## config.mk

```make
export PLATFORM = sky130hd
export DESIGN_NAME = fpu_dispatch
export DESIGN_NICKNAME = d
export VERILOG_FILES = /design/src/rtl/fpu_pkg.sv /design/src/rtl/fpu_tag_fifo.sv /design/src/rtl/fpu_dispatch.sv
export SDC_FILE = /design/constraint.sdc
export NUM_CORES = 1
export LEC_CHECK = 0
export ABC_CLOCK_PERIOD_IN_PS = 4530
export CAP_MARGIN = 40
export CORE_AREA = 2 2 167 169
export DETAILED_ROUTE_END_ITERATION = 16
export DIE_AREA = 0 0 169 171
export SYNTH_ARGS = -nofsm -noshare
export SYNTH_HDL_FRONTEND = slang
export SYNTH_SLANG_ARGS = --single-unit
```

## constraint.sdc

```tcl
create_clock -name i_clk -period 4.53 [get_ports i_clk]
set_input_delay 0.906 -clock i_clk [delete_from_list [all_inputs] [get_ports i_clk]]
set_output_delay 0.906 -clock i_clk [all_outputs]
set_load 0.01 [all_outputs]
```

## src/rtl/fpu_pkg.sv

```systemverilog
// Shared FPU types: formats, rounding modes, exception flags, functional-unit ids
// and the canonical quiet-NaN helper used by the dispatcher for illegal ops.
package fpu_pkg;

  typedef enum logic [1:0] {
    FP32    = 2'd0,
    FP64    = 2'd1,
    FP16    = 2'd2,
    FP16ALT = 2'd3
  } fp_format_e;

  localparam int FPU_OP_NUM = 8;
  localparam int MAX_FLEN   = 64;

  typedef enum logic [2:0] {
    RNE = 3'b000,
    RTZ = 3'b001,
    RDN = 3'b010,
    RUP = 3'b011,
    RMM = 3'b100,
    DYN = 3'b111
  } roundmode_e;

  typedef struct packed {
    logic nv;
    logic dz;
    logic of;
    logic uf;
    logic nx;
  } fflags_t;

  typedef enum logic [1:0] {
    FMA     = 2'd0,
    CAST    = 2'd1,
    CMP     = 2'd2,
    DIVSQRT = 2'd3
  } fpu_unit_e;

  localparam int UNIT_NUM = 4;

  function automatic int flen_bits(fp_format_e fmt);
    case (fmt)
      FP64:    return 64;
      FP32:    return 32;
      default: return 16;
    endcase
  endfunction

  function automatic logic [MAX_FLEN-1:0] canonical_nan(fp_format_e fmt);
    case (fmt)
      FP64:    return 64'h7FF8_0000_0000_0000;
      FP32:    return 64'h0000_0000_7FC0_0000;
      FP16:    return 64'h0000_0000_0000_7E00;
      default: return 64'h0000_0000_0000_7FC0;
    endcase
  endfunction

endpackage

```

## src/rtl/fpu_tag_fifo.sv

```systemverilog
// Small synchronous FIFO holding the unit id of each in-flight op in issue order.
// Head data is available combinationally; DEPTH must be a power of two.
module fpu_tag_fifo #(
  parameter int WIDTH = 3,
  parameter int DEPTH = 4,
  localparam int PW = $clog2(DEPTH),
  localparam int CW = PW + 1
) (
  input  logic             i_clk,
  input  logic             i_rst_n,
  input  logic             i_push,
  input  logic [WIDTH-1:0] i_wdata,
  input  logic             i_pop,
  output logic [WIDTH-1:0] o_rdata,
  output logic [CW-1:0]    o_count,
  output logic             o_full,
  output logic             o_empty
);

  logic [DEPTH-1:0][WIDTH-1:0] mem_q, mem_d;
  logic [PW-1:0]               wr_ptr_q, wr_ptr_d;
  logic [PW-1:0]               rd_ptr_q, rd_ptr_d;
  logic [CW-1:0]               count_q, count_d;
  logic                        do_push, do_pop;

  assign o_full  = (count_q == CW'(DEPTH));
  assign o_empty = (count_q == '0);
  assign o_count = count_q;
  assign o_rdata = mem_q[rd_ptr_q];

  always_comb begin
    do_push  = i_push & ~o_full;
    do_pop   = i_pop & ~o_empty;
    mem_d    = mem_q;
    wr_ptr_d = wr_ptr_q;
    rd_ptr_d = rd_ptr_q;
    count_d  = count_q;
    // Pointers are exactly PW bits wide, so the increment wraps modulo DEPTH.
    if (do_push) begin
      mem_d[wr_ptr_q] = i_wdata;
      wr_ptr_d        = wr_ptr_q + 1'b1;
    end
    if (do_pop) begin
      rd_ptr_d = rd_ptr_q + 1'b1;
    end
    case ({do_push, do_pop})
      2'b10:   count_d = count_q + CW'(1);
      2'b01:   count_d = count_q - CW'(1);
      default: count_d = count_q;
    endcase
  end

  always_ff @(posedge i_clk or negedge i_rst_n) begin
    if (!i_rst_n) begin
      mem_q    <= '0;
      wr_ptr_q <= '0;
      rd_ptr_q <= '0;
      count_q  <= '0;
    end else begin
      mem_q    <= mem_d;
      wr_ptr_q <= wr_ptr_d;
      rd_ptr_q <= rd_ptr_d;
      count_q  <= count_d;
    end
  end

endmodule

```

## src/rtl/fpu_dispatch.sv

```systemverilog
// FPU issue dispatcher: steers ops to functional units and returns results in issue order.
// Optional sticky exception-flag accumulator enabled by FPU_DISPATCH_FFLAGS_ACC_EN.
module fpu_dispatch
  import fpu_pkg::*;
#(
  parameter fp_format_e FP_FMT    = FP32,
  parameter int         NUM_UNITS = 4,
  parameter int         DEPTH     = 4,
  localparam int FLEN = flen_bits(FP_FMT),
  localparam int UW   = $clog2(NUM_UNITS + 1)
) (
  input  logic                                i_clk,
  input  logic                                i_rst_n,
  input  logic [3:1][FLEN-1:0]                i_rs,
  input  logic [FPU_OP_NUM-1:0]               i_op,
  input  roundmode_e                          i_rm,
  input  logic [UW-1:0]                       i_unit,
  input  logic                                i_in_valid,
  output logic                                o_in_ready,
  output logic [3:1][FLEN-1:0]                o_unit_rs,
  output logic [FPU_OP_NUM-1:0]               o_unit_op,
  output roundmode_e                          o_unit_rm,
  output logic [NUM_UNITS-1:0]                o_unit_in_valid,
  input  logic [NUM_UNITS-1:0]                i_unit_in_ready,
  input  logic [NUM_UNITS-1:0][FLEN-1:0]      i_unit_result,
  input  fflags_t [NUM_UNITS-1:0]             i_unit_fflags,
  input  logic [NUM_UNITS-1:0]                i_unit_out_valid,
  output logic [NUM_UNITS-1:0]                o_unit_out_ready,
  output logic [FLEN-1:0]                     o_result,
  output fflags_t                             o_fflags,
  output logic                                o_out_valid,
  input  logic                                i_out_ready,
  input  logic                                i_fflags_clr,
  output fflags_t                             o_fflags_acc
);

  localparam logic [UW-1:0]   ILLEGAL = UW'(NUM_UNITS);
  localparam logic [FLEN-1:0] NAN_VAL = FLEN'(canonical_nan(FP_FMT));

  logic          start_q, start_d;
  logic          issue_illegal, sel_ready, can_issue, fire, pop;
  logic          full, empty, head_illegal, head_valid;
  logic [UW-1:0] head;
  logic [FLEN-1:0] head_result;
  fflags_t         head_fflags;
  logic [$clog2(DEPTH):0] unused_count;

  // Ready stays low for the first cycle after reset so the units are out of reset first.
  assign start_d = 1'b1;

  always_ff @(posedge i_clk or negedge i_rst_n) begin
    if (!i_rst_n) start_q <= 1'b0;
    else          start_q <= start_d;
  end

  assign o_unit_rs = i_rs;
  assign o_unit_op = i_op;
  assign o_unit_rm = i_rm;

  always_comb begin
    issue_illegal = (i_unit >= ILLEGAL);
    sel_ready     = 1'b0;
    for (int k = 0; k < NUM_UNITS; k++) begin
      if (i_unit == UW'(k)) sel_ready = i_unit_in_ready[k];
    end
    can_issue  = start_q & ~full;
    o_in_ready = can_issue & (issue_illegal | sel_ready);
    fire       = i_in_valid & o_in_ready;
  end

  for (genvar gi = 0; gi < NUM_UNITS; gi++) begin : g_unit
    assign o_unit_in_valid[gi]  = i_in_valid & can_issue & (i_unit == UW'(gi));
    assign o_unit_out_ready[gi] = i_out_ready & ~empty & (head == UW'(gi));
  end

  fpu_tag_fifo #(
    .WIDTH (UW),
    .DEPTH (DEPTH)
  ) u_tag_fifo (
    .i_clk   (i_clk),
    .i_rst_n (i_rst_n),
    .i_push  (fire),
    .i_wdata (i_unit),
    .i_pop   (pop),
    .o_rdata (head),
    .o_count (unused_count),
    .o_full  (full),
    .o_empty (empty)
  );

  always_comb begin
    head_illegal = (head >= ILLEGAL);
    head_valid   = 1'b0;
    head_result  = '0;
    head_fflags  = '0;
    for (int k = 0; k < NUM_UNITS; k++) begin
      if (head == UW'(k)) begin
        head_valid  = i_unit_out_valid[k];
        head_result = i_unit_result[k];
        head_fflags = i_unit_fflags[k];
      end
    end
    if (empty) begin
      o_out_valid = 1'b0;
      o_result    = '0;
      o_fflags    = '0;
    end else if (head_illegal) begin
      // Ops sent to a non-existent unit complete as an invalid operation.
      o_out_valid = 1'b1;
      o_result    = NAN_VAL;
      o_fflags    = fflags_t'(5'b10000);
    end else begin
      o_out_valid = head_valid;
      o_result    = head_result;
      o_fflags    = head_fflags;
    end
    pop = o_out_valid & i_out_ready;
  end

`ifdef FPU_DISPATCH_FFLAGS_ACC_EN
  fflags_t acc_q, acc_d;

  always_comb begin
    acc_d = acc_q;
    if (i_fflags_clr) acc_d = '0;
    else if (pop)     acc_d = fflags_t'(acc_q | o_fflags);
  end

  always_ff @(posedge i_clk or negedge i_rst_n) begin
    if (!i_rst_n) acc_q <= '0;
    else          acc_q <= acc_d;
  end

  assign o_fflags_acc = acc_q;
`else
  logic unused_fflags_clr;
  assign unused_fflags_clr = i_fflags_clr;
  assign o_fflags_acc      = '0;
`endif

endmodule
```

==> results.sh <==
export IMPL_gp_congestion=0.729
export IMPL_detail_route_antenna_nets=0
export IMPL_rsz0062_at_grt="false"
export IMPL_syn_area_um2=3260
export IMPL_power_leakage_nw=1.87
export IMPL_end_kind="output port"
export IMPL_port_buffers=209
export IMPL_ys_types=38
export IMPL_start_util=0.119
export IMPL_yosysWarnings=0
export IMPL_path_max_fanout=13
export IMPL_rows=61
export IMPL_yosys_register_bits=20
export IMPL_synthTopCellsByArea="buf_4 (26%), dfrtp_1 (15%), mux2_2 (12%)"
export IMPL_ctsLongestPathBuffers=2
export IMPL_hold_violations=0
export IMPL_grt_overflow=0
export IMPL_cts_setup_buffers=0
export IMPL_ctsHoldBuffers=0
export IMPL_synth_top_area_frac=0.260
export IMPL_vias=3236
export IMPL_clk_pin_slew_ns=0.06
export IMPL_root_buffer="clkbuf_16"
export IMPL_fin_worst_skew_ns=0.00593
export IMPL_drtIter0Drc=75
export IMPL_cts_tree="yes"
export IMPL_setup_viol=0
export IMPL_worst_pin_slew_ns=0.768
export IMPL_clock_fmax_mhz=234
export IMPL_cts_resized=0
export IMPL_worst_slew_margin_rel=0.482
export IMPL_synth_enable_flop_cells=0
export IMPL_finalCriticalPeriod_ns=4.27
export IMPL_final_nets=778
export IMPL_yosysTopAreaCell="buf_4"
export IMPL_synth_seq_area_share=0.153
export IMPL_vdd_drop_max_v=0.000326
export IMPL_maxSlewViolCount=0
export IMPL_grt_usage=0.109
export IMPL_ys_flop_type="dfrtp_1"
export IMPL_first_pass_iters=4
export IMPL_dieHeight_um=171
export IMPL_path_class="register to output port"
export IMPL_antenna_found_initial=0
export IMPL_dp_final_hpwl_um=14300
export IMPL_critPathRequiredTime_ns=3.62
export IMPL_grt_pass1_vias=3254
export IMPL_clk_latency_ns=0.26
export IMPL_num_io_pins=430
export IMPL_dieArea_um2=28900
export IMPL_syn_inst=407
export IMPL_crit_arrival_ns=3.37
export IMPL_tns_ns=0
export IMPL_grt_pass1_wl_um=22600
export IMPL_outcome="completed"
export IMPL_cap_violations=0
export IMPL_p_total_mw=4.42
export IMPL_diodes=0
export IMPL_min_period_over_period=0.943
export IMPL_drive_gt1_frac=0.126
export IMPL_core_area_um2=27300
export IMPL_synth_async_sr_flop_share=1.00
export IMPL_routedWlPerCell_um=20.3
export IMPL_routed_wirelength_um=17200
export IMPL_drt_vias_per_instance=3.83
export IMPL_grt_max_degree=24
export IMPL_cts_sinks=20
export IMPL_syn_avg_cell_area_um2=8.02
export IMPL_cts_buffers=3
export IMPL_reg2reg_slack_ns=1.12
export IMPL_syn_to_final_growth_pct=54.7
export IMPL_n_fill_cell=3098
export IMPL_htree_levels=1
export IMPL_cp_start_kind="register"
export IMPL_die_width_um=169
export IMPL_hp_class="register to register"
export IMPL_drc=0
export IMPL_power_density_nw_per_um2=875
## Yosys cell counts, types with 10 or more instances
| cell type | number |
|---|---|
| dfrtp_1 | 20 |
| o21ai_1 | 18 |
| nor2_1 | 38 |
| mux2i_1 | 27 |
| buf_4 | 113 |
| mux2_2 | 34 |
| clkbuf_1 | 13 |
| a21oi_1 | 10 |
| nand2_1 | 41 |
| o32ai_1 | 20 |
## through the flow
stage,setup WS (ns),cell area [µm²],hold WS [ns],std cells,util
2_1_floorplan,1.63,3280,0.474,411,-
3_3_place_gp,0.434,4930,0.489,841,0.180
3_5_place_dp,0.436,4940,0.498,842,0.181
4_1_cts,0.150,5050,0.510,846,0.185
5_1_grt,0.0708,5050,0.526,846,0.185
6_report,0.257,5050,0.503,846,0.185
## layer usage
metal | track usage | wire length, µm | vias to the layer above
li1 | - | - | 1484
met1 | 0.107 | 5750 | 1475
met2 | 0.192 | 8310 | 260
met3 | 0.0712 | 2890 | 17
met4 | 0.0223 | 267 | 0
met5 | 0.00348 | 0 | -
## cells in the final DEF, fill, tap and decap left out, types with 10 or more instances in the layout
master | netlist | routed
buf_4 | 113 | 14
a21oi_1 | 10 | 10
o21ai_1 | 18 | 18
mux2i_1 | 27 | 27
nor2_1 | 38 | 38
nand2_1 | 41 | 40
o32ai_1 | 20 | 20
clkdlybuf4s50_1 | 0 | 209
dfrtp_1 | 20 | 20
mux2_2 | 34 | 34
## path summary, 6_finish.rpt
kind | startpoint | cells past startpoint | to
worst max register to register | u_tag_fifo.rd_ptr_q[0] | 10 | u_tag_fifo.o_count[2]
worst max-delay path | u_tag_fifo.rd_ptr_q[1] | 6 | o_result[11]
worst min register to register | u_tag_fifo.mem_q[8] | 1 | u_tag_fifo.mem_q[8]
min in group asynchronous | i_rst_n | 1 | u_tag_fifo.wr_ptr_q[1]
max in group asynchronous | i_rst_n | 2 | u_tag_fifo.mem_q[5]
worst min-delay path | u_tag_fifo.mem_q[8] | 1 | u_tag_fifo.mem_q[8]
## registers in the layout, indices dropped and copies added, names as in the netlist
register             cells
u_tag_fifo.mem_q        12
u_tag_fifo.rd_ptr_q      2
u_tag_fifo.o_count       3
start_q                  1
u_tag_fifo.wr_ptr_q      2
## critical path, stage by stage (launching register included)
cell	delay, ns
dfrtp_1	0.60
mux4_2	0.61
buf_4	0.23
nor2_4	0.42
o221ai_1	0.40
a31oi_1	0.27
clkdlybuf4s50_1	0.57
## report_power, final
group          total [mW]  internal [mW]  switching (mW)  leakage [nW]
sequential          0.359          0.268          0.0906         0.240
combinational        3.82           1.83            1.99          1.58
clock               0.242          0.175          0.0664        0.0511
## cells by family after synthesis
family / after synthesis / share of synthesized area
compound gates: 68 / 0.143
xor+xnor: 6 / 0.0161
fa+ha+maj: 6 / 0.0253
buf+inv: 146 / 0.312
flops: 20 / 0.153
mux: 65 / 0.228
other cells: 2 / 0.00230
simple gates: 94 / 0.120
## cell type report
type | count | area (µm²) | share of cell area
Tap cell | 346 | 433 | 0.0857
Sequential cell | 20 | 500 | 0.0991
Multi-Input combinational cell | 245 | 1770 | 0.351
Inverter | 7 | 26.3 | 0.00520
Clock buffer | 3 | 75.1 | 0.0149
Clock inverter | 1 | 30.0 | 0.00595
Timing Repair Buffer | 224 | 2210 | 0.438
(Power assumes the default switching activity.)
==> RTL change 1 (same flow settings) <==
`DEPTH` is set to 4 in 2 places; all go to 2.
--- a/src/rtl/fpu_tag_fifo.sv
+++ b/src/rtl/fpu_tag_fifo.sv
@@ -4,3 +4,3 @@
   parameter int WIDTH = 3,
-  parameter int DEPTH = 4,
+  parameter int DEPTH = 2,
   localparam int PW = $clog2(DEPTH),
--- a/src/rtl/fpu_dispatch.sv
+++ b/src/rtl/fpu_dispatch.sv
@@ -7,3 +7,3 @@
   parameter int         NUM_UNITS = 4,
-  parameter int         DEPTH     = 4,
+  parameter int         DEPTH     = 2,
   localparam int FLEN = flen_bits(FP_FMT),
Behaviour: not the same (Yosys sat finds a counterexample within 4 cycles, from zero or initial values and one cycle with i_rst_n low).
==> RTL change 1 against the unedited design <==
- wire length shrank 19%
- sequential cell count shrank 9
- design area shrank 13%
- power shrank 32%
- worst setup slack gained 0.27 ns
- sequential share of layout area shrank 3.7 points
- largest cell class unchanged
- largest power group unchanged
- critical path depth is the same
- first-iteration DRC count grew 32%
- area after synthesis shrank 20%
==> RTL change 1: results (changes against the unedited design) <==
critPathMaxFanout: 21  # +8
top_register: "u_tag_fifo.mem_q"
fillers: 3107  # +0.29%
synthMuxAreaShare_pct: 15.24  # -7.5 points
clk-insertion-delay-late_ns: 0.23  # -0.03 ns
crit_arrival_ns: 3.09  # -0.28 ns
wl_um: 13920  # -19%
synth-xor-area-share_pct: 1.342  # -0.27 points
pre_cts_ws_ns: 0.7004  # +0.2645 ns
largest_reg_flops: 6  # -6
synth-seq-area-share_pct: 10.55  # -4.8 points
drt-initial-drc-count: 99  # +32%
hold_start: "u_tag_fifo.wr_ptr_q$_DFFE_PN0N_"
fin_skew_ns: 0.001285  # -0.004648 ns
yosysUniqueCellTypes: 43  # +13%
place.gp.congestion: 0.7308  # +0.27%
grt_usage_pct: 8.605  # -2.3 points
final_nets: 708  # -9.0%
grt_max_degree: 27  # +13%
path_clk_slew_ns: 0.04  # -0.02 ns
grt_pass1_wl_um: 18080  # -20%
setup.worst_path.start: "u_tag_fifo.rd_ptr_q$_DFFE_PN0P_"
place_hpwl_um: 11430  # -20%
synth-adder-area-share_pct: 0.4794  # -2.1 points
outcome: "completed"
drive_gt1_share_pct: 6.667  # -5.9 points
vdd_ir_drop_max_uv: 216.6  # -34%
viasPerCell: 3.644  # -4.7%
==> RTL change 1: cell count changes in the layout (fill, tap and decap cells not counted), sizes merged, moves of 6 or more <==
cell / change
a21oi: +27
a221o: +6
a221oi: +6
a22o: +6
a31oi: -7
buf: -6
dfrtp: -9
mux2: -26
nand2: -15
nor2: -21
o21ai: -17
o221ai: +18
o32ai: -20
==> RTL change 1: layout make-up <==
| cell class | instances | area, um^2 | area share (%) |
|---|---|---|---|
| timing repair buffer | 218 | 2172 | 49.22 |
| multi-input combinational | 199 | 1443 | 32.69 |
| tap | 346 | 432.9 | 9.810 |
| sequential | 11 | 275.3 | 6.238 |
| clock buffer | 4 | 78.83 | 1.786 |
| inverter | 3 | 11.26 | 0.2552 |
==> RTL change 1: per-layer routing <==
layer / GRT usage [%] / vias up / part of all wire [%]
met5: 0 / - / 0
met4: 4.274 / 0 / 4.4
met3: 5.182 / 36 / 15
met2: 13.77 / 231 / 45
met1: 8.940 / 1267 / 35
li1: - / 1312 / -
==> RTL change 1: report_power, final <==
part	leakage [nW]	total, mW	switching, mW	internal, mW
sequential	0.131	0.233	0.0868	0.146
combinational	1.47	2.59	1.28	1.31
clock	0.0382	0.158	0.0399	0.118
total	1.64	2.98	1.41	1.58
==> RTL change 1: kinds of logic after synthesis <==
kind of cell               after synthesis
AOI/OAI and AO/OA                       91
xor gates and xnor gates                 4
adders and majority gates                1
buffers and inverters                  133
DFF                                     11
muxes                                   36
other                                    2
and+or+nand+nor                         61
==> RTL change 1: worst paths after layout <==
path | end | slack, ns | cells past startpoint
worst min-delay path | u_tag_fifo.wr_ptr_q$_DFFE_PN0N_ | 0.51 | 2
min in group asynchronous | u_tag_fifo.mem_q[4]$_DFFE_PN0P_ | 1.02 | 1
worst max-delay path | o_result[14] | 0.53 | 6
worst min register to register | u_tag_fifo.wr_ptr_q$_DFFE_PN0N_ | 0.51 | 2
worst max register to register | u_tag_fifo.o_count[1]$_DFFE_PN0P_ | 2.00 | 7
max in group asynchronous | u_tag_fifo.mem_q[0]$_DFFE_PN0P_ | 3.17 | 1
==> RTL change 1: per-stage QoR <==
stage	instances	power (mW)	cell area (um^2)
2_1_floorplan	343	1.646	2625
3_3_place_gp	777	2.851	4334
3_5_place_dp	777	2.860	4334
4_1_cts	781	3.034	4413
5_1_grt	781	3.223	4413
6_report	781	2.985	4413
==> RTL change 1: worst max-delay path, cell delays in order, from the launching register on <==
cell             delay [ns]
dfrtp_1                0.65
mux2_2                 0.53
nor2_4                 0.59
buf_4                  0.25
o221ai_1               0.11
a21oi_1                0.15
clkdlybuf4s50_1        0.56
==> RTL change 2 (same settings) <==
Without the edit above. Take the reset off `mem_q` and load it in a clocked block of its own.
--- a/src/rtl/fpu_tag_fifo.sv
+++ b/src/rtl/fpu_tag_fifo.sv
@@ -54,3 +54,2 @@
     if (!i_rst_n) begin
-      mem_q    <= '0;
       wr_ptr_q <= '0;
@@ -59,3 +58,2 @@
     end else begin
-      mem_q    <= mem_d;
       wr_ptr_q <= wr_ptr_d;
@@ -66,2 +64,6 @@
 
+  always_ff @(posedge i_clk) begin
+    mem_q <= mem_d;
+  end
+
 endmodule
Formal check against the unedited RTL: same outputs for any inputs over 10 cycles, from zero or initial values and one cycle with i_rst_n low; that may be too few to reach the edited logic, so the function may still have changed.
==> RTL change 2 against the unedited design <==
- design area decreased by 3.6%
- worst setup slack better by 0.23 ns
- area after synthesis decreased by 2.7%
- cell count decreased by 3.1%
- synthesized cell count is 5.4% lower
- sequential share of layout area grew 1.6 points
- wire length is 24% lower
- utilization fell by 0.66 points
- power decreased by 39%
- sequential cell count stayed put
- clock power decreased by 27%
- largest power group unchanged
==> RTL change 2: results (changes against the unedited design) <==
grt_pass1_vias: 2985  # -8.3%
placed_area_um2: 4791  # -3.1%
io_buffers: 209  # unchanged
cp_top_family: "multiplexers"
yosysUniqueCellTypes: 40  # +5.3%
vdd_ir_drop_max_uv: 289.7  # -11%
syn_avg_cell_area_um2: 8.248  # +2.8%
synthTopCellsByCount: "buf_4, nor2_1, mux2i_1, nand2_1, mux2_2"
grt_pass1_wl_um: 17730  # -21%
synth-seq-area-share_pct: 17.65  # +2.3 points
synth-adder-area-share_pct: 2.600  # +0.071 points
crit_path_max_incr_delay_ns: 0.80  # +0.19 ns
clk-insertion-delay-late_ns: 0.25
final_util_pct: 17.82  # -0.66 points
p_leak_nw: 1.775  # -5.0%
ys_warn_count: 0  # unchanged
dp.cells: 816  # -3.1%
synth-main-ff-cell: "edfxtp_1"
power.switching_mw: 1.212  # -44%
drt-initial-drc-count: 94  # +25%
hold_class: "register to register"
synthMuxAreaShare_pct: 20.45  # -2.3 points
grt_usage_pct: 8.114  # -2.8 points
powerSeq_mw: 0.290  # -19%
pre_cts_ws_ns: 0.6671  # +0.2311 ns
synth_compound_area_share_pct: 12.61  # -1.7 points
synth-xor-area-share_pct: 1.655  # +0.045 points
crit_end: "o_result[21]"
r2r_cells: 11  # +1
final_nets: 752  # -3.3%
async_flop_share_pct: 40.00  # -60 points
outcome: "completed"
num_vias: 2945  # -9.0%
fillers: 3038  # -1.9%
viasPerCell: 3.591  # -6.1%
p_clk_mw: 0.176  # -27%
synth_edf_count: 12  # +12
reg2reg_to: "u_tag_fifo.o_count[2]$_DFFE_PN0P_"
cts_resized: 0  # unchanged
drive_gt1_share_pct: 9.072  # -3.5 points
wl_um: 12990  # -24%
place_hpwl_um: 10200  # -29%
grt_max_degree: 49  # +100%
top_register: "u_tag_fifo.mem_q"
slew_headroom_pct: 44.06  # -4.1 points
finalPower_mw: 2.686  # -39%
crit_arrival_ns: 3.13  # -0.24 ns
antenna_found_initial: 1  # +1
critPathMaxFanout: 18  # +5
netlist_top_cells_area: "buf_4, edfxtp_1, mux2i_1"
fin_skew_ns: 0.004350  # -0.001583 ns
n_antenna_cell: 0  # unchanged
grt_use_met3_pct: 5.112  # -2.0 points
h-tree-depth: 1  # unchanged
finalWorstSetupSlack_ns: 0.4908  # +0.2341 ns
grtUsageMet2_pct: 12.53  # -6.6 points
grtUsageMet1_pct: 9.500  # -1.2 points
place.gp.congestion: 0.7105  # -2.5%
reg2reg_slack_ns: 1.25  # +0.13 ns
-- RTL change 2: cell count changes after synthesis, sizes merged, moves of 3 or more --
cell	delta
nand2	-17
dfrtp	-12
nor2	+4
o22ai	+22
a21oi	+5
mux2i	+3
edfxtp	+12
o32ai	-20
and2	+4
mux2	-11
clkbuf	-6
a31oi	-7
-- RTL change 2: per-layer routing --
| layer | vias up | routed length [um] |
|---|---|---|
| met4 | 4 | 180 |
| met5 | - | 55 |
| met2 | 213 | 5611 |
| li1 | 1391 | - |
| met1 | 1315 | 5160 |
| met3 | 22 | 1983 |
-- RTL change 2: worst min-delay path by stage --
stage | from | to | slack [ns]
finish | u_tag_fifo.o_count[0]$_DFFE_PN0P_ | u_tag_fifo.o_count[0]$_DFFE_PN0P_ | 0.58
global placement | u_tag_fifo.o_count[0]$_DFFE_PN0P_ | u_tag_fifo.o_count[0]$_DFFE_PN0P_ | 0.56
CTS | u_tag_fifo.o_count[0]$_DFFE_PN0P_ | u_tag_fifo.o_count[0]$_DFFE_PN0P_ | 0.58
global route | u_tag_fifo.o_count[0]$_DFFE_PN0P_ | u_tag_fifo.o_count[0]$_DFFE_PN0P_ | 0.62
floorplan | u_tag_fifo.o_count[0]$_DFFE_PN0P_ | u_tag_fifo.o_count[0]$_DFFE_PN0P_ | 0.51
detailed placement | u_tag_fifo.o_count[0]$_DFFE_PN0P_ | u_tag_fifo.o_count[0]$_DFFE_PN0P_ | 0.57
-- RTL change 2: final cells by class --
type	count	area share, %
multi-input combinational	228	33.04
timing repair buffer	215	44.40
sequential	20	11.51
inverter	7	0.5396
clock buffer	3	1.542
tap	346	8.890
clock inverter	1	0.07708
